<file path="src/rtl/videomem_arb_pkg.sv">
// Shared types and widths for the video-memory arbiter slice.
// Owner codes double as the externally visible grant value.
package videomem_arb_pkg;

    localparam int ADDR_W = 25;
    localparam int DATA_W = 32;

    typedef enum logic [1:0] {
        IDLE = 2'd0,
        REQ  = 2'd1,
        XFER = 2'd2
    } state_t;

    typedef enum logic [1:0] {
        GNT_NONE = 2'd0,
        GNT_INIT = 2'd1,
        GNT_USB  = 2'd2,
        GNT_DISP = 2'd3
    } owner_t;

endpackage

</file>
<file path="src/rtl/videomem_arbiter_if.sv">
// Client and SDRAM-controller handshake bundle for videomem_arbiter.
// slave = arbiter view, master = clients plus controller view.
interface videomem_arbiter_if;
    import videomem_arb_pkg::*;

    logic              init_wr_req;
    logic [ADDR_W-1:0] init_wr_addr;
    logic [DATA_W-1:0] init_wr_data;
    logic              init_req_ack;
    logic              init_next_data;

    logic              usb_wr_req;
    logic [ADDR_W-1:0] usb_wr_addr;
    logic [DATA_W-1:0] usb_wr_data;
    logic              usb_req_ack;
    logic              usb_next_data;

    logic              disp_rd_req;
    logic [ADDR_W-1:0] disp_rd_addr;
    logic              disp_req_ack;
    logic              disp_rd_valid;
    logic [DATA_W-1:0] disp_rd_data;

    logic              mem_req;
    logic              mem_req_wr;
    logic [ADDR_W-1:0] mem_addr;
    logic [DATA_W-1:0] mem_wr_data;
    logic              mem_req_ack;
    logic              mem_give_next_data;
    logic              mem_rd_valid;
    logic [DATA_W-1:0] mem_rd_data;

    modport slave (
        input  init_wr_req, init_wr_addr, init_wr_data,
        input  usb_wr_req, usb_wr_addr, usb_wr_data,
        input  disp_rd_req, disp_rd_addr,
        input  mem_req_ack, mem_give_next_data, mem_rd_valid, mem_rd_data,
        output init_req_ack, init_next_data,
        output usb_req_ack, usb_next_data,
        output disp_req_ack, disp_rd_valid, disp_rd_data,
        output mem_req, mem_req_wr, mem_addr, mem_wr_data
    );

    modport master (
        output init_wr_req, init_wr_addr, init_wr_data,
        output usb_wr_req, usb_wr_addr, usb_wr_data,
        output disp_rd_req, disp_rd_addr,
        output mem_req_ack, mem_give_next_data, mem_rd_valid, mem_rd_data,
        input  init_req_ack, init_next_data,
        input  usb_req_ack, usb_next_data,
        input  disp_req_ack, disp_rd_valid, disp_rd_data,
        input  mem_req, mem_req_wr, mem_addr, mem_wr_data
    );

endinterface

</file>
<file path="src/rtl/videomem_arb_pick.sv">
// Combinational owner selection for the next burst.
// Init owns the port until init_complete; afterwards display beats USB unless USB is starved.
module videomem_arb_pick
    import videomem_arb_pkg::*;
(
    input  logic   init_req,
    input  logic   usb_req,
    input  logic   disp_req,
    input  logic   init_complete,
    input  logic   starved,
    output owner_t pick
);

    always_comb begin
        pick = GNT_NONE;
        if (!init_complete) begin
            if (init_req) pick = GNT_INIT;
        end else if (usb_req && starved) begin
            pick = GNT_USB;
        end else if (disp_req) begin
            pick = GNT_DISP;
        end else if (usb_req) begin
            pick = GNT_USB;
        end
    end

endmodule

</file>
<file path="src/rtl/videomem_arbiter.sv">
// Three-way arbiter in front of the SDRAM controller request port; one burst per grant.
// Owner keeps the port from grant through its last data beat; at least one IDLE cycle between bursts.
module videomem_arbiter
    import videomem_arb_pkg::*;
#(
    parameter int BURST_LEN    = 4,
    parameter int STARVE_LIMIT = 8
) (
    input  logic                mem_clock,
    input  logic                reset,
    input  logic                mem_ready,
    input  logic                init_complete,
    videomem_arbiter_if.slave   bus,
    output logic [1:0]          grant,
    output logic                busy,
    output logic                proto_err
);

    localparam logic [3:0] LAST_BEAT  = 4'(BURST_LEN - 1);
    localparam logic [3:0] STARVE_MAX = 4'(STARVE_LIMIT);

    state_t     state_q, state_d;
    owner_t     grant_q, grant_d;
    logic [3:0] beat_q, beat_d;
    logic [3:0] starve_q, starve_d;
    logic       proto_err_q, proto_err_d;

    owner_t     pick;
    logic       owner_beat;
    logic       any_beat;

    videomem_arb_pick u_pick (
        .init_req      (bus.init_wr_req),
        .usb_req       (bus.usb_wr_req),
        .disp_req      (bus.disp_rd_req),
        .init_complete (init_complete),
        .starved       (starve_q == STARVE_MAX),
        .pick          (pick)
    );

    // Writers count give_next_data strobes, the display counts rd_valid strobes.
    assign owner_beat = (grant_q == GNT_DISP) ? bus.mem_rd_valid : bus.mem_give_next_data;
    assign any_beat   = bus.mem_give_next_data | bus.mem_rd_valid;

    always_ff @(posedge mem_clock or posedge reset) begin
        if (reset) begin
            state_q     <= IDLE;
            grant_q     <= GNT_NONE;
            beat_q      <= '0;
            starve_q    <= '0;
            proto_err_q <= 1'b0;
        end else begin
            state_q     <= state_d;
            grant_q     <= grant_d;
            beat_q      <= beat_d;
            starve_q    <= starve_d;
            proto_err_q <= proto_err_d;
        end
    end

    always_comb begin
        state_d     = state_q;
        grant_d     = grant_q;
        beat_d      = beat_q;
        starve_d    = starve_q;
        proto_err_d = proto_err_q | (any_beat & (state_q != XFER));

        unique case (state_q)
            IDLE: begin
                if (mem_ready && (pick != GNT_NONE)) begin
                    state_d = REQ;
                    grant_d = pick;
                    if (pick == GNT_USB) begin
                        starve_d = '0;
                    end else if ((pick == GNT_DISP) && bus.usb_wr_req && (starve_q < STARVE_MAX)) begin
                        starve_d = starve_q + 4'd1;
                    end
                end
            end
            REQ: begin
                if (bus.mem_req_ack) begin
                    state_d = XFER;
                    beat_d  = '0;
                end
            end
            XFER: begin
                if (owner_beat) begin
                    if (beat_q == LAST_BEAT) begin
                        state_d = IDLE;
                        grant_d = GNT_NONE;
                        beat_d  = '0;
                    end else begin
                        beat_d = beat_q + 4'd1;
                    end
                end
            end
            default: begin
                state_d = IDLE;
                grant_d = GNT_NONE;
                beat_d  = '0;
            end
        endcase

        // Controller losing init flushes the burst; starvation history and errors survive.
        if (!mem_ready) begin
            state_d = IDLE;
            grant_d = GNT_NONE;
            beat_d  = '0;
        end
    end

    always_comb begin
        logic in_req;
        logic in_xfer;

        in_req  = (state_q == REQ);
        in_xfer = (state_q == XFER);

        bus.mem_req        = in_req;
        bus.mem_req_wr     = 1'b0;
        bus.mem_addr       = '0;
        bus.mem_wr_data    = '0;
        bus.init_req_ack   = 1'b0;
        bus.init_next_data = 1'b0;
        bus.usb_req_ack    = 1'b0;
        bus.usb_next_data  = 1'b0;
        bus.disp_req_ack   = 1'b0;
        bus.disp_rd_valid  = 1'b0;
        bus.disp_rd_data   = bus.mem_rd_data;

        if (in_req || in_xfer) begin
            unique case (grant_q)
                GNT_INIT: begin
                    bus.mem_req_wr     = 1'b1;
                    bus.mem_addr       = bus.init_wr_addr;
                    bus.mem_wr_data    = bus.init_wr_data;
                    bus.init_req_ack   = bus.mem_req_ack & in_req;
                    bus.init_next_data = bus.mem_give_next_data & in_xfer;
                end
                GNT_USB: begin
                    bus.mem_req_wr     = 1'b1;
                    bus.mem_addr       = bus.usb_wr_addr;
                    bus.mem_wr_data    = bus.usb_wr_data;
                    bus.usb_req_ack    = bus.mem_req_ack & in_req;
                    bus.usb_next_data  = bus.mem_give_next_data & in_xfer;
                end
                GNT_DISP: begin
                    bus.mem_addr       = bus.disp_rd_addr;
                    bus.disp_req_ack   = bus.mem_req_ack & in_req;
                    bus.disp_rd_valid  = bus.mem_rd_valid & in_xfer;
                end
                default: ;
            endcase
        end
    end

    assign grant     = grant_q;
    assign busy      = (state_q != IDLE);
    assign proto_err = proto_err_q;

endmodule

</file>
<file path="src/flat_wrapper.sv">
// flat-port wrapper written by rule: the top's interface ports become plain ports
module videomem_arbiter_flat import videomem_arb_pkg::*;
#(
    parameter int BURST_LEN    = 4,
    parameter int STARVE_LIMIT = 8
)
  (mem_clock, reset, mem_ready, init_complete, grant, busy, proto_err, bus_init_wr_req, bus_init_wr_addr, bus_init_wr_data, bus_usb_wr_req, bus_usb_wr_addr, bus_usb_wr_data, bus_disp_rd_req, bus_disp_rd_addr, bus_mem_req_ack, bus_mem_give_next_data, bus_mem_rd_valid, bus_mem_rd_data, bus_init_req_ack, bus_init_next_data, bus_usb_req_ack, bus_usb_next_data, bus_disp_req_ack, bus_disp_rd_valid, bus_disp_rd_data, bus_mem_req, bus_mem_req_wr, bus_mem_addr, bus_mem_wr_data);
  videomem_arbiter_if bus_i ();
  input  logic mem_clock;
  input  logic reset;
  input  logic mem_ready;
  input  logic init_complete;
  output logic [1:0] grant;
  output logic busy;
  output logic proto_err;
  input wire logic [$bits(bus_i.init_wr_req)-1:0] bus_init_wr_req;
  input wire logic [$bits(bus_i.init_wr_addr)-1:0] bus_init_wr_addr;
  input wire logic [$bits(bus_i.init_wr_data)-1:0] bus_init_wr_data;
  input wire logic [$bits(bus_i.usb_wr_req)-1:0] bus_usb_wr_req;
  input wire logic [$bits(bus_i.usb_wr_addr)-1:0] bus_usb_wr_addr;
  input wire logic [$bits(bus_i.usb_wr_data)-1:0] bus_usb_wr_data;
  input wire logic [$bits(bus_i.disp_rd_req)-1:0] bus_disp_rd_req;
  input wire logic [$bits(bus_i.disp_rd_addr)-1:0] bus_disp_rd_addr;
  input wire logic [$bits(bus_i.mem_req_ack)-1:0] bus_mem_req_ack;
  input wire logic [$bits(bus_i.mem_give_next_data)-1:0] bus_mem_give_next_data;
  input wire logic [$bits(bus_i.mem_rd_valid)-1:0] bus_mem_rd_valid;
  input wire logic [$bits(bus_i.mem_rd_data)-1:0] bus_mem_rd_data;
  output wire logic [$bits(bus_i.init_req_ack)-1:0] bus_init_req_ack;
  output wire logic [$bits(bus_i.init_next_data)-1:0] bus_init_next_data;
  output wire logic [$bits(bus_i.usb_req_ack)-1:0] bus_usb_req_ack;
  output wire logic [$bits(bus_i.usb_next_data)-1:0] bus_usb_next_data;
  output wire logic [$bits(bus_i.disp_req_ack)-1:0] bus_disp_req_ack;
  output wire logic [$bits(bus_i.disp_rd_valid)-1:0] bus_disp_rd_valid;
  output wire logic [$bits(bus_i.disp_rd_data)-1:0] bus_disp_rd_data;
  output wire logic [$bits(bus_i.mem_req)-1:0] bus_mem_req;
  output wire logic [$bits(bus_i.mem_req_wr)-1:0] bus_mem_req_wr;
  output wire logic [$bits(bus_i.mem_addr)-1:0] bus_mem_addr;
  output wire logic [$bits(bus_i.mem_wr_data)-1:0] bus_mem_wr_data;
  assign bus_i.init_wr_req = bus_init_wr_req;
  assign bus_i.init_wr_addr = bus_init_wr_addr;
  assign bus_i.init_wr_data = bus_init_wr_data;
  assign bus_i.usb_wr_req = bus_usb_wr_req;
  assign bus_i.usb_wr_addr = bus_usb_wr_addr;
  assign bus_i.usb_wr_data = bus_usb_wr_data;
  assign bus_i.disp_rd_req = bus_disp_rd_req;
  assign bus_i.disp_rd_addr = bus_disp_rd_addr;
  assign bus_i.mem_req_ack = bus_mem_req_ack;
  assign bus_i.mem_give_next_data = bus_mem_give_next_data;
  assign bus_i.mem_rd_valid = bus_mem_rd_valid;
  assign bus_i.mem_rd_data = bus_mem_rd_data;
  assign bus_init_req_ack = bus_i.init_req_ack;
  assign bus_init_next_data = bus_i.init_next_data;
  assign bus_usb_req_ack = bus_i.usb_req_ack;
  assign bus_usb_next_data = bus_i.usb_next_data;
  assign bus_disp_req_ack = bus_i.disp_req_ack;
  assign bus_disp_rd_valid = bus_i.disp_rd_valid;
  assign bus_disp_rd_data = bus_i.disp_rd_data;
  assign bus_mem_req = bus_i.mem_req;
  assign bus_mem_req_wr = bus_i.mem_req_wr;
  assign bus_mem_addr = bus_i.mem_addr;
  assign bus_mem_wr_data = bus_i.mem_wr_data;
  videomem_arbiter #(.BURST_LEN(BURST_LEN), .STARVE_LIMIT(STARVE_LIMIT)) u_core (.mem_clock(mem_clock), .reset(reset), .mem_ready(mem_ready), .init_complete(init_complete), .bus(bus_i), .grant(grant), .busy(busy), .proto_err(proto_err));
endmodule
</file>
<file path="config.mk">
export PLATFORM = sky130hd
export DESIGN_NAME = videomem_arbiter_flat
export DESIGN_NICKNAME = d
export VERILOG_FILES = /design/src/rtl/videomem_arb_pkg.sv /design/src/rtl/videomem_arbiter_if.sv /design/src/rtl/videomem_arb_pick.sv /design/src/rtl/videomem_arbiter.sv /design/src/flat_wrapper.sv
export SDC_FILE = /design/constraint.sdc
export NUM_CORES = 1
export LEC_CHECK = 0
export CAP_MARGIN = 0
export CORE_AREA = 2 2 110 112
export CTS_BUF_LIST = sky130_fd_sc_hd__clkbuf_4
export DETAILED_ROUTE_END_ITERATION = 6
export DIE_AREA = 0 0 112 114
export DONT_BUFFER_PORTS = 1
export PLACE_DENSITY = 0.36
export SLEW_MARGIN = 40
export SYNTH_ARGS = -nofsm -noshare
export SYNTH_HDL_FRONTEND = slang
export SYNTH_SLANG_ARGS = --single-unit
</file>
<file path="constraint.sdc">
create_clock -name mem_clock -period 1.95 [get_ports mem_clock]
set_clock_uncertainty 0.1 [all_clocks]
set_input_delay 0.4875 -clock mem_clock [delete_from_list [all_inputs] [get_ports mem_clock]]
set_output_delay 0.4875 -clock mem_clock [all_outputs]
set_load 0.1 [all_outputs]
</file>
Word level (Yosys, flattened, before mapping)
Cells that the tools add are included.
{ "word_totals": {"output_inout_bits": 101, "wordCells": 84, "reg_bits": 13, "in_bits": 181} }
{ "op_classes": {"n_lt_le_gt_ge": 1, "eq_ne": 16, "n_mux": 40, "n_reduce_logical": 14, "bitwise": 6, "add_sub_neg": 2} }
{ "op_table": {"columns": ["op", "count"], "rows": [
  ["25-bit one-hot mux with 3 select lines", 1],
  ["32-bit one-hot mux with 2 select lines", 1],
  ["32-bit 2-to-1 mux", 1],
  ["25-bit 2-to-1 mux", 1],
  ["4-bit 2-to-1 mux", 6],
  ["2-bit 2-to-1 mux", 11],
  ["1-bit 2-to-1 mux", 16],
  ["2-bit one-hot mux with 3 select lines", 2],
  ["4-bit one-hot mux with 3 select lines", 1],
  ["2-bit equality test, second input constant", 5],
  ["4-bit by 1-bit adder with 4-bit output, second input constant", 2],
  ["4-bit AND reduction", 2],
  ["2-bit inequality test, second input constant", 3],
  ["3-bit by 2-bit inequality test with 1-bit output, second input constant", 2],
  ["3-bit inequality test, second input constant", 2],
  ["3-bit AND reduction", 2],
  ["2-bit nonzero test", 3],
  ["1-bit AND", 4],
  ["2-bit by 1-bit equality test with 1-bit output, second input constant", 2],
  ["4-bit by 2-bit equality test with 1-bit output, second input constant", 1],
  ["4-bit equality test, second input constant", 1],
  ["1-bit logical AND", 4],
  ["4-bit < comparator, second input constant", 1],
  ["2-bit zero test", 1],
  ["3 further kinds", 4]
]} }

Logic depth before layout (Yosys ltp)
{ "logic_depth": {"ltp_word": 9, "depth_mapped": 7, "depth_no_buf": 6} }

Cells and area by module
A second synthesis with hierarchy kept.
{ "hier_totals": {"cells_unflattened": 274, "hier_area_um2": 2026.9} }
{ "modules_own_cells": {"columns": ["module", "cells_each", "area_each_um2", "n_inst", "seq_area_each_um2"], "rows": [
  ["videomem_arbiter", 271, 1996.9, 1, 325.3],
  ["videomem_arb_pick", 3, 30.0, 1, 0.0]
]} }

Worst setup path after synthesis
Ideal clock, no wire load.
{ "synth_path": {"path_kind": "flip-flop to output port", "startpoint": "reg u_core.grant_q[0], in the netlist u_core.grant[0]", "endpoint": "out bus_mem_wr_data[22]", "t_required_ps": 1362, "t_arrival_ps": 3228, "path_stages_with_launch": 7, "setup_slack_ps": -1865, "n_path_buf": 3, "path_cell_list": "dfrtp_1 -> ha_1 -> clkbuf_1 -> clkbuf_1 -> buf_2 -> a22oi_1 -> nor2_1"} }
{ "synth_via": {"elab_chain_len": 3, "elab_cells_between_ends": 4, "cone_classes": "2 x eq/ne; 2 x mux"} }
{ "synth_rtl": {"columns": ["item", "line", "rtl"], "rows": [
  ["start, declared", "videomem_arbiter.sv:23", "owner_t grant_q, grant_d;"],
  ["start signal, assigned", "videomem_arbiter.sv:54", "grant_q <= grant_d;"],
  ["2-bit equality test / 2-bit by 1-bit equality test with 1-bit output (equally long branches)", "videomem_arbiter.sv:132", "unique case (grant_q)"],
  ["32-bit one-hot mux with 2 select lines *", "videomem_arbiter.sv:132", null],
  ["32-bit 2-to-1 mux *", "videomem_arbiter.sv:131", "if (in_req || in_xfer) begin"],
  ["end, declared", "flat_wrapper.sv:38", "output wire logic [$bits(bus_i.mem_wr_data)-1:0] bus_mem_wr_data;"]
]} }
Every way passes the cells marked *; elsewhere a longest branch is shown, timed or not.

Worst setup path after layout
{ "layout_path": {"startpoint": "reg u_core.grant_q[1], in the netlist u_core.grant[1]", "endpoint": "out bus_mem_addr[20]"} }
{ "layout_via": {"elab_chain_len": 3, "elab_cells_between_ends": 5, "cone_classes": "3 x eq/ne; 2 x mux"} }
{ "layout_rtl": {"columns": ["item", "line", "rtl"], "rows": [
  ["2-bit equality test / 2-bit by 1-bit equality test with 1-bit output (equally long branches)", "videomem_arbiter.sv:132", null],
  ["25-bit one-hot mux with 3 select lines *", "videomem_arbiter.sv:132", null],
  ["25-bit 2-to-1 mux *", "videomem_arbiter.sv:131", null],
  ["end, declared", "flat_wrapper.sv:37", "output wire logic [$bits(bus_i.mem_addr)-1:0] bus_mem_addr;"]
]} }
Marks and branches as above.

==> results.json <==
{
  "synth-edff-count": 0,
  "clockRootBuffer": "clkbuf_4",
  "period_share_pct": 131,
  "grt_use_total_pct": 14.2,
  "io-pin-count": 282,
  "rr_worst_depth": 8,
  "drt_iter0_markers": 134,
  "wl_per_cell_um": 19.4,
  "clock.fmax_mhz": 392,
  "slew_headroom_pct": 63.7,
  "post-route-min-period_ns": 2.55,
  "intPower_mw": 2.56,
  "clk_pin_slew_ns": 0.08,
  "utilization_pct": 40.8,
  "cts_tree": "done",
  "area_growth_pct": 140,
  "worst_pin_slew_ns": 0.544,
  "fin_setup_tns_ns": -31.68,
  "htreeDepth": 1,
  "critical_path_peak_fanout": 9,
  "netlist_instances": 272,
  "io_buffer_count": 0,
  "power_frac_clock_pct": 3.4,
  "synth_top_flop_cell": "dfrtp_1",
  "cts_sinks": 13,
  "final_common_cell": "buf_12",
  "rows": 40,
  "ys_types": 38,
  "grt_max_degree": 27,
  "numCtsBuffers": 3,
  "drtAntennaViolNets": 0,
  "swShare_pct": 52.1,
  "hold_buffers": 0,
  "start_kind": "flip-flop",
  "setup_viol": 64,
  "drv_cap": 0,
  "r2r-start": "u_core.state_q[1]",
  "dr.pass1.iters": 5,
  "fillers": 1122,
  "syn_area_per_cell_um2": 7.30,
  "yosys.area.top_type_share_pct": 16.4,
  "finalWirelength_um": 9850,
  "clk_path_buf_depth": 2,
  "leakage_nw": 1.62,
  "route.vias.total": 2536,
  "status": "complete, but fails checks",
  "final_nets": 554,
  "synth_area_um2": 1990,
  "hold_class": "primary input to async pin",
  "yosysSeqAreaShare_pct": 16.4,
  "grt_pass1_wl_um": 14300,
  "async_reset_ff_share_pct": 100,
  "hold_viol": 0,
  "rsz0062_at_grt": "true",
  "overflow": 0,
  "powerDensity_nw_per_um2": 1120,
  "drc": 0,
  "layout_setup_ws_ns": -0.602,
  "die_w_um": 112,
  "finalMaxSlewViolations": 0,
  "grt_pass1_vias": 2610,
  "synthTopCellsByArea": "dfrtp_1 (16%), a222oi_1 (13%), a22oi_1 (12%)",
  "ff_latch_area_um2": 333,
  "worstPathRequired_ns": 1.36,
  "rrSetupSlack_ns": 0.08,
  "cp_data_arrival_time_ns": 1.96,
  "dieArea_um2": 12800,
  "switchingPower_mw": 2.79,
  "die_h_um": 114,
  "worst-setup-path-type": "flip-flop to output pin",
  "layout_common_cells": "buf_12 (77), nor2_4 (57), buf_4 (52)",
  "comb_power_share_pct": 89.2,
  "dp_hpwl_um": 7480,
  "place_ws_ns": -0.382,
  "multi_input_area_um2": 2010,
  "synth_nets": 464,
  "vdd_drop_max_mv": 1.35,
  "antenna_found_initial": 1,
  "design.core.area_um2": 11700,
  "initial_utilization_pct": 17.0,
  "place_congestion": 0.755,
  "clock_latency_ns": 0.28,
  "p_seq_share_pct": 7.3,
  "layout-drive-gt1-share_pct": 72.3,
  "synth_seq_cells": 13,
  "avgViaCountPerCell": 4.98,
  "hold-worst-slack_ns": 0.0312,
  "r2r-end": "u_core.beat_q[0]",
  "violations": "negative setup slack",
  "cp-end-kind": "output pin",
  "synth_area_leader_cell": "dfrtp_1",
  "yosys_warnings": 0,
  "total_power_mw": 5.35
}
timing repair:
action | CTS | global route
gates cloned | 6 | 1
pin swaps | 33 | 12
endpoints found under the hold margin | 0 | 0
setup endpoints to repair | 65 | 67
buffers inserted | 8 | 4
resized for setup | 45 | 4
through the flow:
| stage | cell area [um2] | std cells |
|---|---|---|
| after floorplan | 2710 | 272 |
| after global placement | 4210 | 485 |
| after detailed placement | 4210 | 485 |
| after CTS | 4700 | 503 |
| after global routing | 4770 | 508 |
| final | 4780 | 509 |
state kept, by name (all words and copies together) (netlist names):
name              cells
u_core.starve_q       4
u_core.beat_q         4
u_core.proto_err      1
u_core.state_q        2
u_core.grant          2
area by class of cell:
type                            instances  share of cell area [%]
Timing Repair Buffer                  140                    45.6
Multi-Input combinational cell        194                    42.1
Sequential cell                        13                    6.97
Tap cell                              147                    3.85
Inverter                               10                   0.865
Clock buffer                            4                   0.629
Antenna cell                            1                  0.0524
Yosys cell counts, types with 2 or more instances:
cell and count:
inv_1 10, nor2_1 61, a32o_1 2, nand3_1 5, buf_2 3, and2_1 4, a222oi_1 25, dfrtp_1 13
mux2_1 2, nand2_1 10, nor2b_1 2, clkbuf_1 17, a21oi_1 2, ha_1 11, buf_1 3, o2bb2ai_1 2
nand2b_1 4, o21ai_1 3, mux2i_1 3, and3_1 4, a22oi_1 32, and4_1 3, nand4_1 5, buf_4 32
critical path, cell delays in order, from the launching register on:
cell      delay (ns)
dfrtp_4         0.52
ha_4            0.20
buf_4           0.14
buf_12          0.13
a222oi_1        0.32
buf_4           0.18
nor2_4          0.04
buf_12          0.16
how the worst max path moves through the flow:
stage                     from          endpoint  slack [ns]
2_1_floorplan  u_core.grant[0]  bus_mem_addr[17]       -0.48
3_3_place_gp   u_core.grant[0]   bus_mem_addr[8]       -0.35
3_5_place_dp   u_core.grant[0]   bus_mem_addr[8]       -0.38
4_1_cts        u_core.grant[1]  bus_mem_addr[20]       -0.62
5_1_grt        u_core.grant[1]   bus_mem_addr[4]       -0.71
6_report       u_core.grant[1]  bus_mem_addr[20]       -0.60
logic make-up after synthesis:
group           count (synthesis)  share of synthesized area [%]
flops                          13                           16.4
buf+inv                        65                           18.5
fa+ha+maj                      11                           6.93
compound gates                 73                           30.8
mux                             5                           2.64
simple gates                  105                           24.7
layer usage:
metal,global-route usage [%],vias to the layer above,wire length [um]
li1,-,1176,-
met1,17.5,1216,3780
met2,25.6,138,5230
met3,3.19,6,804
met4,2.44,0,40
met5,0,-,0
power by group through the flow:
stage / logic, mW / clock network (mW) / registers (mW)
global placement: 3.95 / 0 / 0.387
global route: 5.02 / 0.202 / 0.404
CTS: 4.71 / 0.188 / 0.393
floorplan: 2.98 / 0 / 0.491
finish: 4.77 / 0.184 / 0.393
detailed placement: 3.98 / 0 / 0.390
No activity file was read; power rests on OpenSTA's default activity.
